==> src/rtl/instr_decode_stage.sv <==
// ---------------------------------------------------------------------------
// instr_decode_stage
//
// Purpose:
//   MIPS instruction decode stage with a small decoded-instruction queue.
//   Each offered 32-bit word is decoded combinationally into its fields,
//   register class and write-back register. The result is written into a
//   DEPTH-entry FIFO on push. All head outputs come from the entry at the
//   read pointer, so results appear one cycle after the push.
//
// Parameters:
//   XLEN  - width of the extended immediate (32 or 64)
//   DEPTH - queue depth (power of two, 2..16)
//
// Ports:
//   clk, rst_n    - clock (rising edge), async active-low reset
//   flush         - synchronous queue clear; discards same-cycle push/pop
//   in_valid      - upstream handshake; in_ready is registered-occupancy based
//   in_ready      - upstream handshake; independent of out_ready
//   instruction   - raw 32-bit MIPS word
//   out_valid     - downstream handshake for the head entry
//   out_ready     - downstream handshake for the head entry
//   opcode/r1/r2/r3/funct/jump - raw fields of the head instruction
//   imm_ext       - zero- or sign-extended immediate of the head
//   itype         - 0=R, 1=I, 2=J
//   dest          - write-back register of the head
//   count         - number of occupied entries
//
// Optional feature (macro INSTR_DECODE_PC_EN):
//   adds pc_in (captured at push) and pc_out (PC of the head entry).
// ---------------------------------------------------------------------------
module instr_decode_stage #(
    parameter int XLEN  = 32,
    parameter int DEPTH = 4
) (
    input  logic                       clk,
    input  logic                       rst_n,
    input  logic                       flush,
    input  logic                       in_valid,
    output logic                       in_ready,
    input  logic [31:0]                instruction,
    output logic                       out_valid,
    input  logic                       out_ready,
    output logic [5:0]                 opcode,
    output logic [4:0]                 r1,
    output logic [4:0]                 r2,
    output logic [4:0]                 r3,
    output logic [5:0]                 funct,
    output logic [XLEN-1:0]            imm_ext,
    output logic [25:0]                jump,
    output logic [1:0]                 itype,
    output logic [4:0]                 dest,
    output logic [$clog2(DEPTH+1)-1:0] count
`ifdef INSTR_DECODE_PC_EN
    ,
    input  logic [31:0]                pc_in,
    output logic [31:0]                pc_out
`endif
);

    localparam int PW = (DEPTH > 1) ? $clog2(DEPTH) : 1;
    localparam int CW = $clog2(DEPTH + 1);

    typedef struct packed {
        logic [5:0]      opcode;
        logic [4:0]      r1;
        logic [4:0]      r2;
        logic [4:0]      r3;
        logic [5:0]      funct;
        logic [XLEN-1:0] imm;
        logic [25:0]     jump;
        logic [1:0]      itype;
        logic [4:0]      dest;
`ifdef INSTR_DECODE_PC_EN
        logic [31:0]     pc;
`endif
    } entry_t;

    entry_t                 w_dec;
    entry_t                 w_head;
    entry_t                 r_mem [DEPTH];
    logic [PW-1:0]          r_wr_ptr;
    logic [PW-1:0]          r_rd_ptr;
    logic [CW-1:0]          r_count;
    logic                   r_init;
    logic                   w_push;
    logic                   w_pop;
    logic signed [15:0]     w_imm16;
    logic signed [XLEN-1:0] w_imm_sx;

    // ---- decode (combinational on the offered word) ----
    assign w_imm16  = signed'(instruction[15:0]);
    assign w_imm_sx = XLEN'(w_imm16);

    always_comb begin
        w_dec        = '0;
        w_dec.opcode = instruction[31:26];
        w_dec.r1     = instruction[25:21];
        w_dec.r2     = instruction[20:16];
        w_dec.r3     = instruction[15:11];
        w_dec.funct  = instruction[5:0];
        w_dec.jump   = instruction[25:0];
        case (instruction[31:26])
            6'd0: begin
                w_dec.itype = 2'd0;
                w_dec.dest  = instruction[15:11];
            end
            6'd2: begin
                w_dec.itype = 2'd2;
                w_dec.dest  = 5'd0;
            end
            6'd3: begin
                // JAL links into $ra
                w_dec.itype = 2'd2;
                w_dec.dest  = 5'd31;
            end
            default: begin
                w_dec.itype = 2'd1;
                w_dec.dest  = instruction[20:16];
            end
        endcase
        // ANDI/ORI/XORI use a logical (zero-extended) immediate
        if (instruction[31:26] inside {6'h0C, 6'h0D, 6'h0E})
            w_dec.imm = XLEN'(instruction[15:0]);
        else
            w_dec.imm = w_imm_sx;
`ifdef INSTR_DECODE_PC_EN
        w_dec.pc     = pc_in;
`endif
    end

    // ---- queue control ----
    // r_init holds in_ready low until the first edge after reset release.
    assign in_ready  = r_init && (r_count != CW'(DEPTH));
    assign out_valid = (r_count != '0);
    assign w_push    = in_valid && in_ready && !flush;
    assign w_pop     = out_valid && out_ready && !flush;

    always_ff @(posedge clk or negedge rst_n) begin
        if (!rst_n) begin
            r_wr_ptr <= '0;
            r_rd_ptr <= '0;
            r_count  <= '0;
            r_init   <= 1'b0;
        end else begin
            r_init <= 1'b1;
            if (flush) begin
                r_wr_ptr <= '0;
                r_rd_ptr <= '0;
                r_count  <= '0;
            end else begin
                // Pointers wrap naturally because DEPTH is a power of two.
                if (w_push) r_wr_ptr <= r_wr_ptr + PW'(1);
                if (w_pop)  r_rd_ptr <= r_rd_ptr + PW'(1);
                r_count <= r_count + CW'(w_push) - CW'(w_pop);
            end
        end
    end

    // ---- queue storage ----
    // Storage is cleared by reset so the head outputs read zero in reset.
    always_ff @(posedge clk or negedge rst_n) begin
        if (!rst_n) begin
            for (int i = 0; i < DEPTH; i++) r_mem[i] <= '0;
        end else if (w_push) begin
            r_mem[r_wr_ptr] <= w_dec;
        end
    end

    // ---- head outputs ----
    assign w_head  = r_mem[r_rd_ptr];
    assign opcode  = w_head.opcode;
    assign r1      = w_head.r1;
    assign r2      = w_head.r2;
    assign r3      = w_head.r3;
    assign funct   = w_head.funct;
    assign imm_ext = w_head.imm;
    assign jump    = w_head.jump;
    assign itype   = w_head.itype;
    assign dest    = w_head.dest;
    assign count   = r_count;
`ifdef INSTR_DECODE_PC_EN
    assign pc_out  = w_head.pc;
`endif

endmodule

==> config.mk <==
export PLATFORM = sky130hd
export DESIGN_NAME = instr_decode_stage
export DESIGN_NICKNAME = d
export VERILOG_FILES = /design/src/rtl/instr_decode_stage.sv
export SDC_FILE = /design/constraint.sdc
export NUM_CORES = 1
export LEC_CHECK = 0
export ABC_AREA = 1
export CAP_MARGIN = 20
export CORE_MARGIN = 2
export CORE_UTILIZATION = 40
export CTS_BUF_LIST = sky130_fd_sc_hd__clkbuf_8
export DETAILED_ROUTE_END_ITERATION = 12
export PLACE_DENSITY = 0.61
export SKIP_CTS_REPAIR_TIMING = 1
export SLEW_MARGIN = 0
export SYNTH_ARGS = -nofsm -noshare
export SYNTH_HDL_FRONTEND = slang
export SYNTH_SLANG_ARGS = --single-unit
==> constraint.sdc <==
create_clock -name clk -period 2.1 [get_ports clk]
set_input_delay 0.42 -clock clk [delete_from_list [all_inputs] [get_ports clk]]
set_output_delay 0.42 -clock clk [all_outputs]
set_load 0.005 [all_outputs]
**After elaboration in Yosys (flattened, before gate mapping)**

Cells that the tools add are included.
W data, S select, Z words.

- Input port bits: 37
- Bits in registers: 376

- Order comparisons: 3
- Reductions and logical operators: 12
- Bitwise logic cells: 2
- Muxes and demuxes: 13
- Equality and inequality tests: 6
- Add/sub/neg operators: 4

Operators with widths:

| cell | count |
|---|---|
| $bwmux W368 | 1 |
| $mux W92 | 3 |
| $bmux W92 S2 | 1 |
| $demux W92 S2 | 1 |
| $mux W32 | 1 |
| $pmux W7 S3 | 1 |
| $eq A6 B4 Y1 const B | 3 |
| $eq A6 B2 Y1 const B | 2 |
| $mux W2 | 4 |
| $ge A3 B3 Y1 const B | 2 |
| $logic_and A1 B1 Y1 | 6 |
| $logic_not A6 Y1 | 1 |
| $not A2 Y3 | 2 |
| $reduce_bool A3 Y1 | 2 |
| $add A2 B1 Y2 const B | 2 |
| $reduce_bool A2 Y1 | 2 |
| $add A3 B1 Y3 | 1 |
| $lt A3 B1 Y1 const B | 1 |
| $mux W3 | 1 |
| $ne A3 B3 Y1 const B | 1 |
| $sub A3 B1 Y3 | 1 |
| $logic_not A1 Y1 | 1 |

**Longest topological paths before layout**

Gate-level depths: netlist of run 1.

- Depth in word-level cells: 7
- Depth in mapped cells: 11

**Worst setup path after synthesis of run 1**

Ideal clock, no wire load.

- Kind: reg2out
- Start point: register r_rd_ptr[1]
- End point: output imm_ext[17]
- Slack: -191 ps
- Data arrival time: 1871 ps
- Data required time: 1680 ps
- Stages on the path, launching flop included: 7
- Buffers on the path: 3
- Path through: dfrtp_1 -> buf_2 -> inv_1 -> clkbuf_1 -> o21ai_0 -> o22ai_1 -> buf_4

- Word-level cells in the longest chain between the ends: 4

Ends and longest elaborated chain:

| what | line | RTL |
|---|---|---|
| start: declaration | 83 | `logic [PW-1:0] r_rd_ptr;` |
| start signal: assignment | 154 | `if (w_pop) r_rd_ptr <= r_rd_ptr + PW'(1);` |
| $not A2 Y3 (not written as such) | 171 | `assign w_head = r_mem[r_rd_ptr];` |
| $bmux W92 S2 | 171 |  |
| $mux W92 (not written as such) (2 in a row) | 171 |  |
| end: declaration | 49 | `output logic [XLEN-1:0] imm_ext,` |

No other way between the ends. The select of a mux whose other input is x is not followed.

**Final worst setup path of run 1**

- Start point: register r_rd_ptr[0]
- End point: output imm_ext[16]

The elaborated chain is that of the path after synthesis.

==> results by group, run 1 <==
Outcome
  – Status: complete, but fails checks
  – Failing checks: setup timing

Synthesis
  – Prevailing post-synth register cell: dfrtp_1
  – Flops & latches, synth: 168
  – Syn_nets: 1,117
  – Cell variety after synth: 29
  – Post-synthesis instance total: 1,073
  – Synth Cell Area: 8530 µm²
  – Avg Synthesized Cell Area: 7.95 µm²
  – Async S/R FF share, synth: 100%
  – Sequential area share after synthesis: 49.3%
  – Yosys warns: 0
  – Post-synth EDFFs: 0

Finish
  – Most frequent cells in the layout: nand2_1 (479), dfrtp_1 (163), nor2_1 (54)
  – P&R area growth vs syn: 35.5%
  – Final Net Count: 1,268
  – Fraction of layout cells with a size suffix above 1: 27.8%
  – ANT cells: 0
  – Commonest non-fill, non-tap cell in the layout: nand2_1

Worst setup path
  – CP dominant cell by count: buf_6
  – Data required time of the worst path: 1680 ps
  – Critical Path AT: 1950 ps
  – Slowest CP cell: dfrtp_2
  – Buf+Inv Stages, Crit Path: 6
  – Crit path capture type: output pin
  – CP cell instances: buf_6 -> buf_12 -> nor2_1 -> o22ai_2 -> buf_6 -> buf_6 -> clkbuf_16 -> buf_6
  – CP Max Fanout: 8
  – Crit start category: register
  – CP peak stage delay: 480 ps
  – Kind of critical path: register to output pin
  – Crit-path leading delay family: buffers and inverters

Placed design
  – Post-place setup slack: -168 ps
  – Input/output buffers: 133
  – Post-DP HPWL: 14,700 µm
  – Routability congestion estimate: 0.793

Drt
  – Final ANT Viol Nets: 0
  – DR iter-0 viols: 593
  – DRC errors left: 0
  – Pre-antenna DRT Iters: 7
  – Routed WL: 25,800 µm
  – Vias per std cell: 5.04
  – Detailed-route via count: 7,617
  – DR WL/cell: 17.1 µm

Timing
  – Fin crit share: 113%
  – RSZ-0062 raised after global routing: yes
  – Worst-Margin Slew: 614 ps
  – Fin Hold WS: 300 ps
  – FMAX: 0.423 GHz
  – Max Slew Vio Count: 0
  – Worst setup margin: -266 ps
  – Min Tclk post-route: 2370 ps
  – # setup viols final: 85
  – Final Hold Viols: 0
  – Worst slew margin: 59.1%
  – Clk_skew: 12.1 ps

Floorplan
  – Die Span Y: 150 µm
  – Die area: 22,500 µm²
  – Die width: 150 µm
  – Initial core utilization: 40.7%
  – Row cnt: 53
  – CORE AREA: 21,000 µm²
  – IO Pins: 134

Global routing
  – Number of global-route vias before repair: 6,976
  – Largest net degree at the start of global routing: 103
  – First-pass GRT wire length: 37,200 µm
  – Grt ovf: 0
  – Tot GR Track Use: 21.3%
  – Initial antenna violation count: 0

Power
  – Pwr dens: 1290 nW/µm²
  – LEAKAGE: 6.08 nW
  – Worst IR Drop VDD: 0.517 mV

Clock tree
  – Clock buffer depth: 2
  – Later-pin clock latency in the skew report: 460 ps
  – Reg clk slew, reported paths: 90 ps
  – H-Tree Level Count: 4
  – Num CTS Buffers: 17
  – Clk sinks: 168
  – Root Buffer Master: clkbuf_8
  – CTS tree: done

Job
  – Max-capacitance violation count: 0

Min path
  – Worst Hold Class: primary input to async pin
worst reg2reg max path, stage by stage (launching register included):
cell and delay [ps]:
dfrtp_1 430, nor2_4 180, nand2_2 90, nand2_1 90, nor2_1 70, ha_4 260
inv_1 30, ha_1 160, inv_1 70, fa_2 420, nor2_1 90
state kept, by name, indices dropped and copies added, names as in the netlist:
register	flops
count	3
r_rd_ptr	2
r_wr_ptr	2
r_mem	160
r_init	1
where the power goes:
| group | internal, mW | switching [mW] | total (mW) |
|---|---|---|---|
| logic | 3.92 | 3.46 | 7.39 |
| clock network | 1.39 | 1.22 | 2.61 |
| registers | 4.19 | 0.679 | 4.87 |
| total | 9.50 | 5.36 | 14.9 |
per-stage QoR:
stage	utilization (%)	instance area, µm²	cells	TNS, ps	power, mW
detailed placement	48.0	10100	1426	-310	11.1
finish	55.2	11600	1512	-9490	14.9
global placement	48.0	10100	1426	-286	11.0
CTS	50.2	10500	1458	-41280	13.7
global route	55.2	11600	1512	-15350	15.8
floorplan	-	8570	1073	0	8.15
synthesized netlist by cell type (all sizes together) (6+ instances only):
| master | n | area share (%) |
|---|---|---|
| nand2 | 487 | 22 |
| o21bai | 20 | 1.8 |
| nand3 | 9 | 0.67 |
| nor2 | 89 | 4.5 |
| clkbuf | 16 | 0.70 |
| ha | 6 | 0.88 |
| buf | 93 | 9.1 |
| inv | 41 | 1.8 |
| o22ai | 35 | 2.6 |
| o21ai | 84 | 4.9 |
| a21oi | 16 | 0.94 |
| dfrtp | 168 | 49 |
path summary, 6_finish.rpt:
path	start	to	slack (ps)	cells past startpoint
hold / removal	rst_n	r_mem[358]$_DFFE_PN0P_	300	2
min in group clk	r_mem[190]$_DFFE_PN0P_	r_mem[190]$_DFFE_PN0P_	470	2
setup / recovery	r_rd_ptr[0]$_DFFE_PN0P_	imm_ext[16]	-270	8
max in group asynchronous	rst_n	r_rd_ptr[1]$_DFFE_PN0P_	1020	3
hold reg to reg	r_mem[190]$_DFFE_PN0P_	r_mem[190]$_DFFE_PN0P_	470	2
setup reg to reg	count[0]$_DFF_PN0_	count[1]$_DFF_PN0_	140	10
layer usage:
metal / GRT usage (%) / wire [µm] / part of all wire [%] / up-vias
met5: 0 / 0 / 0 / -
met4: 4.10 / 242 / 0.94 / 0
met3: 3.72 / 1580 / 6.1 / 22
met2: 35.2 / 12500 / 49 / 230
met1: 29.5 / 11400 / 44 / 3747
li1: - / - / - / 3618
cells by family after synthesis:
group	synth area share [%]
AOI/OAI and AO/OA	10.3
xor gates and xnor gates	0.205
adders and majority gates	1.11
buffers and inverters	11.7
DFF	49.3
other	0.0439
and+or+nand+nor	27.4
area by class of cell:
type                       instances  area, µm²
clock inverter                    12        175
timing repair buffer             241       2440
multi-input combinational        754       3950
inverter                          42        173
clock buffer                      20        275
sequential                       168       4210
tap                              275        344
fill                            1967       9390
Power figures use the tool's default switching activity.
==> run 2, diff against run 1 <==
--- a/config.mk
+++ b/config.mk
@@ -8,5 +8,5 @@
 export ABC_AREA = 1
 export CAP_MARGIN = 20
-export CORE_MARGIN = 2
+export CORE_MARGIN = 4
 export CORE_UTILIZATION = 40
 export CTS_BUF_LIST = sky130_fd_sc_hd__clkbuf_8
==> constraint.sdc (replaced) <==
create_clock -name clk -period 2.1 [get_ports clk]
set_input_delay 0.42 -clock clk [delete_from_list [all_inputs] [get_ports clk]]
set_output_delay 0.42 -clock clk [all_outputs]
set_load 0.01 [all_outputs]
==> results by group, run 2 (same netlist as run 1, synthesis figures left out) <==
Outcome
  – Status: complete, but fails checks (unchanged)
  – Failing checks: setup timing (unchanged)

Worst setup path
  – CP peak stage delay: 480 ps (about the same)
  – Crit path capture type: output pin (unchanged)
  – Worst reg2reg startpoint: count[0]$_DFF_PN0_ (unchanged)
  – CP dominant cell by count: clkbuf_16 (was buf_6)
  – R2R Setup Slk: 110 ps (was 140 ps)
  – CP cell instances: buf_4 -> clkbuf_16 -> nor2_4 -> o22ai_4 -> clkbuf_16 -> clkbuf_2 (was buf_6 -> buf_12 -> nor2_1 -> o22ai_2 -> buf_6 -> buf_6 -> clkbuf_16 -> buf_6)
  – Buf+Inv Stages, Crit Path: 4 (was 6)
  – CP Max Fanout: 10 (was 8)
  – Critical Path AT: 1870 ps (was 1950 ps)
  – Slowest CP cell: dfrtp_2 (unchanged)
  – Crit start category: register (unchanged)
  – Reg2reg path depth: 10 (unchanged)
  – Data required time of the worst path: 1680 ps (about the same)
  – Worst flop-to-flop path endpoint: count[2]$_DFF_PN0_ (was count[1]$_DFF_PN0_)
  – Crit-path leading delay family: buffers and inverters (unchanged)
  – Kind of critical path: register to output pin (unchanged)

Timing
  – Clk_skew: 10.8 ps (was 12.1 ps)
  – Worst setup margin: -192 ps (was -266 ps)
  – Fin Hold WS: 431 ps (was 300 ps)
  – Max Slew Vio Count: 0 (unchanged)
  – FMAX: 0.436 GHz (was 0.423 GHz)
  – Worst slew margin: 54.7% (was 59.1%)
  – Fin crit share: 109% (was 113%)
  – RSZ-0062 raised after global routing: yes (unchanged)
  – Final Hold Viols: 0 (unchanged)
  – Min Tclk post-route: 2290 ps (was 2370 ps)
  – Worst-Margin Slew: 678 ps (was 614 ps)
  – # setup viols final: 85 (unchanged)

Clock tree
  – Clk sinks: 168 (unchanged)
  – Root Buffer Master: clkbuf_8 (unchanged)
  – Reg clk slew, reported paths: 100 ps (was 90 ps)
  – Clock buffer depth: 2 (unchanged)
  – Later-pin clock latency in the skew report: 470 ps (was 460 ps)
  – Num CTS Buffers: 17 (unchanged)
  – H-Tree Level Count: 4 (unchanged)
  – CTS tree: done (unchanged)

Finish
  – Most frequent cells in the layout: nand2_1 (480), dfrtp_1 (164), nor2_1 (78) (was nand2_1 (479), dfrtp_1 (163), nor2_1 (54))
  – Max FFs per register: 160 (unchanged)
  – Final Net Count: 1,236 (was 1,268)
  – Design area: 10,600 µm² (was 11,600 µm²)
  – Commonest non-fill, non-tap cell in the layout: nand2_1 (unchanged)
  – Fillers: 1,983 (was 1,967)
  – P&R area growth vs syn: 24.8% (was 35.5%)
  – ANT cells: 0 (unchanged)
  – Fraction of layout cells with a size suffix above 1: 17.4% (was 27.8%)
  – Largest Register: r_mem (unchanged)

Job
  – Max-capacitance violation count: 0 (unchanged)

Min path
  – Worst Hold Class: primary input to async pin (unchanged)

Global routing
  – Number of global-route vias before repair: 6,985 (was 6,976)
  – Initial antenna violation count: 0 (unchanged)
  – First-pass GRT wire length: 37,800 µm (was 37,200 µm)
  – Tot GR Track Use: 19.9% (was 21.3%)
  – Grt ovf: 0 (unchanged)
  – Largest net degree at the start of global routing: 46 (was 103)

Drt
  – Final ANT Viol Nets: 0 (unchanged)
  – Detailed-route via count: 7,350 (was 7,617)
  – Pre-antenna DRT Iters: 5 (was 7)
  – Routed WL: 24,500 µm (was 25,800 µm)
  – DRC errors left: 0 (unchanged)
  – DR WL/cell: 16.5 µm (was 17.1 µm)
  – DR iter-0 viols: 520 (was 593)
  – Vias per std cell: 4.97 (was 5.04)

Power
  – Final Total Pwr: 13.7 mW (was 14.9 mW)
  – Worst IR Drop VDD: 0.627 mV (was 0.517 mV)
  – LEAKAGE: 6.03 nW (was 6.08 nW)
  – Pwr dens: 1280 nW/µm² (was 1290 nW/µm²)

Placed design
  – Placed cell area: 10,100 µm² (about the same)
  – Input/output buffers: 133 (unchanged)
  – Post-place setup slack: -348 ps (was -168 ps)
  – Routability congestion estimate: 0.801 (was 0.793)
  – Post-DP HPWL: 15,200 µm (was 14,700 µm)

Floorplan
  – CORE AREA: 21,000 µm² (about the same)
  – Die Span Y: 154 µm (was 150 µm)
  – Die area: 23,700 µm² (was 22,500 µm²)
  – Row cnt: 53 (unchanged)
  – Die width: 154 µm (was 150 µm)
  – IO Pins: 134 (unchanged)
  – Initial core utilization: 40.6% (was 40.7%)
## run 2: cell count changes in the layout (fill, tap and decap cells not counted), moves of 11 or more
cell            previous run  this run
o22ai_1                    4        23
nor2_4                    22         6
o22ai_2                   29        11
o21ai_2                   17         5
dlymetal6s2s_1            10        37
o21ai_0                   41        52
o21ai_4                   11         0
clkbuf_2                  39        21
buf_6                     33         8
o21ai_1                   15        27
nor2_1                    54        78
## run 2: where the power goes
part	internal (mW)	switching [mW]
Sequential	4.18	0.536
Combinational	3.07	3.45
Clock	1.12	1.32
Total	8.37	5.30
## run 2: cell type report
cell class	instances	area [µm²]	area share, %
multi-input cells	754	3460	32.5
well taps	275	344	3.23
clock buffers	18	248	2.33
flip-flops and latches	168	4210	39.5
inverters	42	170	1.60
clock inverters	14	164	1.54
repair buffers	209	2050	19.2
## run 2: metal layers
metal	global-route usage, %	up-vias	part of all wire [%]
met2	32.3	234	48
met1	27.3	3546	45
met3	4.33	20	6.5
li1	-	3550	-
met4	4.88	0	1.1
met5	0	-	0
## run 2: worst max-delay path by stage
stage	start	endpoint	slack, ps	cells after the start
2_1_floorplan	count[1]$_DFF_PN0_	count[2]$_DFF_PN0_	-20	11
4_1_cts	r_rd_ptr[0]$_DFFE_PN0P_	r3[4]	-670	5
5_1_grt	r_rd_ptr[0]$_DFFE_PN0P_	imm_ext[23]	-280	5
6_report	r_rd_ptr[0]$_DFFE_PN0P_	imm_ext[31]	-190	6
3_3_place_gp	flush	r_mem[250]$_DFFE_PN0P_	-290	7
3_5_place_dp	flush	r_mem[226]$_DFFE_PN0P_	-350	7
## run 2: metrics by stage
step | utilization, % | cells | setup TNS (ps)
after floorplan | - | 1073 | -18.5
after global placement | 47.7 | 1434 | -25360
after detailed placement | 47.8 | 1435 | -18830
after CTS | 49.8 | 1467 | -53430
after global routing | 50.7 | 1480 | -17860
final | 50.7 | 1480 | -8860
==> run 3, diff against run 2 <==
Settings changed: PLACE_DENSITY 0.61 to 0.72, SLEW_MARGIN 0 to 30.
==> results by group, run 3 (same netlist as run 1, synthesis figures left out) <==
Worst setup path
  – R2R Setup Slk: 110 ps (about the same)
  – Worst flop-to-flop path endpoint: count[1]$_DFF_PN0_ (was count[2]$_DFF_PN0_)
  – Data required time of the worst path: 1680 ps (about the same)
  – Crit path capture type: output pin (unchanged)
  – Kind of critical path: register to output pin (unchanged)
  – Critical Path AT: 1810 ps (was 1870 ps)
  – Reg2reg path depth: 10 (unchanged)
  – Worst reg2reg startpoint: count[0]$_DFF_PN0_ (unchanged)
  – Crit start category: register (unchanged)
  – CP Max Fanout: 8 (was 10)

Finish
  – Design area: 11,100 µm² (was 10,600 µm²)
  – Largest Register: r_mem (unchanged)
  – P&R area growth vs syn: 29.8% (was 24.8%)
  – Fin cells: 1,497 (was 1,480)
  – Most frequent cells in the layout: nand2_1 (480), dfrtp_1 (163), nor2_1 (62) (was nand2_1 (480), dfrtp_1 (164), nor2_1 (78))
  – Commonest non-fill, non-tap cell in the layout: nand2_1 (unchanged)
  – Fillers: 1,893 (was 1,983)
  – Fraction of layout cells with a size suffix above 1: 26.2% (was 17.4%)
  – Final Net Count: 1,252 (was 1,236)
  – Max FFs per register: 160 (unchanged)

Min path
  – Worst Hold Class: primary input to async pin (unchanged)

Timing
  – RSZ-0062 raised after global routing: yes (unchanged)
  – Worst setup margin: -128 ps (was -192 ps)
  – Fin crit share: 106% (was 109%)
  – Clk_skew: 13.8 ps (was 10.8 ps)
  – Worst-Margin Slew: 607 ps (was 678 ps)
  – Final Hold Viols: 0 (unchanged)
  – # setup viols final: 77 (was 85)
  – Max Slew Vio Count: 0 (unchanged)
  – Min Tclk post-route: 2230 ps (was 2290 ps)
  – FMAX: 0.449 GHz (was 0.436 GHz)
  – Worst slew margin: 59.5% (was 54.7%)

Drt
  – Detailed-route via count: 7,636 (was 7,350)
  – Pre-antenna DRT Iters: 5 (unchanged)
  – Final ANT Viol Nets: 0 (unchanged)
  – Vias per std cell: 5.10 (was 4.97)
  – Routed WL: 24,700 µm (was 24,500 µm)
  – DRC errors left: 0 (unchanged)
  – DR iter-0 viols: 534 (was 520)
  – DR WL/cell: 16.5 µm (about the same)

Clock tree
  – Clk sinks: 168 (unchanged)
  – Root Buffer Master: clkbuf_8 (unchanged)
  – CTS tree: done (unchanged)
  – Reg clk slew, reported paths: 90 ps (was 100 ps)
  – Num CTS Buffers: 17 (unchanged)
  – Clock buffer depth: 2 (unchanged)
  – Later-pin clock latency in the skew report: 470 ps (about the same)
  – H-Tree Level Count: 4 (unchanged)

Placed design
  – Input/output buffers: 133 (unchanged)
  – Routability congestion estimate: 0.771 (was 0.801)
  – Placed cell area: 10,000 µm² (was 10,100 µm²)
  – Post-DP HPWL: 15,200 µm (about the same)
  – Inst Count DP: 1,433 (was 1,435)
  – Post-place setup slack: -292 ps (was -348 ps)

Power
  – Worst IR Drop VDD: 0.580 mV (was 0.627 mV)
  – LEAKAGE: 5.98 nW (was 6.03 nW)
  – Pwr dens: 1280 nW/µm² (about the same)

Floorplan
  – Die Span Y: 154 µm (unchanged)
  – IO Pins: 134 (unchanged)
  – CORE AREA: 21,000 µm² (unchanged)
  – Initial core utilization: 40.6% (unchanged)
  – Row cnt: 53 (unchanged)
  – Die width: 154 µm (unchanged)
  – Die area: 23,700 µm² (unchanged)

Outcome
  – Status: complete, but fails checks (unchanged)
  – Failing checks: setup timing (unchanged)

Global routing
  – Largest net degree at the start of global routing: 58 (was 46)
  – First-pass GRT wire length: 36,100 µm (was 37,800 µm)
  – Grt ovf: 0 (unchanged)
  – Tot GR Track Use: 18.7% (was 19.9%)
  – Initial antenna violation count: 1 (was 0)
  – Number of global-route vias before repair: 6,891 (was 6,985)

Job
  – Max-capacitance violation count: 0 (unchanged)
[run 3: changes by cell type in the layout (fill, tap and decap cells not counted), sizes merged]
cell | previous run | this run
clkbuf | 44 | 58
diode | 0 | 1
bufinv | 2 | 1
buf | 107 | 128
inv | 46 | 42
dlymetal6s2s | 37 | 18
clkinvlp | 3 | 4
clkinv | 5 | 9
[run 3: critical path: stages, from the launching register on]
cell	delay [ps]
dfrtp_2	440
clkinv_4	150
buf_8	170
buf_6	120
o21ai_2	100
a21oi_1	50
a21oi_1	140
buf_2	160
[run 3: power breakdown]
| part | internal [mW] | switching (mW) | total [mW] | leakage, nW |
|---|---|---|---|---|
| logic | 3.31 | 3.80 | 7.11 | 3.63 |
| registers | 4.19 | 0.638 | 4.83 | 2.17 |
| clock network | 0.969 | 1.24 | 2.21 | 0.181 |
| total | 8.47 | 5.68 | 14.1 | 5.98 |
[run 3: area by class of cell]
class / instances / area, µm² / area share (%)
Timing Repair Buffer: 225 / 2120 / 19.1
Tap cell: 275 / 344 / 3.11
Inverter: 42 / 168 / 1.51
Multi-Input combinational cell: 754 / 3870 / 34.9
Antenna cell: 1 / 2.50 / 0.0226
Sequential cell: 168 / 4210 / 38.0
Clock buffer: 18 / 248 / 2.24
Clock inverter: 14 / 124 / 1.12
[run 3: worst max-delay path by stage]
stage	slack, ps	start	cells past startpoint	to
2_1_floorplan	-20	count[1]$_DFF_PN0_	11	count[2]$_DFF_PN0_
3_3_place_gp	-290	flush	7	r_mem[268]$_DFFE_PN0P_
3_5_place_dp	-290	flush	10	count[2]$_DFF_PN0_
4_1_cts	-650	r_rd_ptr[0]$_DFFE_PN0P_	5	jump[5]
5_1_grt	-230	r_rd_ptr[0]$_DFFE_PN0P_	6	dest[0]
6_report	-130	r_rd_ptr[0]$_DFFE_PN0P_	7	dest[4]
[run 3: through the flow]
step	util (%)	power, mW	hold slack, ps	TNS (ps)
2_1_floorplan	-	8.69	124	-18.5
3_3_place_gp	47.2	11.5	425	-30960
3_5_place_dp	47.7	11.7	420	-8430
4_1_cts	49.4	13.9	-103	-53790
5_1_grt	52.7	15.0	498	-13780
6_report	52.7	14.1	465	-6220
[run 3: metal layers]
| metal | global-route usage (%) | vias up | wire length, µm |
|---|---|---|---|
| li1 | - | 3580 | - |
| met1 | 25.8 | 3730 | 10700 |
| met2 | 29.9 | 298 | 11700 |
| met3 | 4.50 | 28 | 1940 |
| met4 | 4.79 | 0 | 408 |
| met5 | 0 | - | 0 |
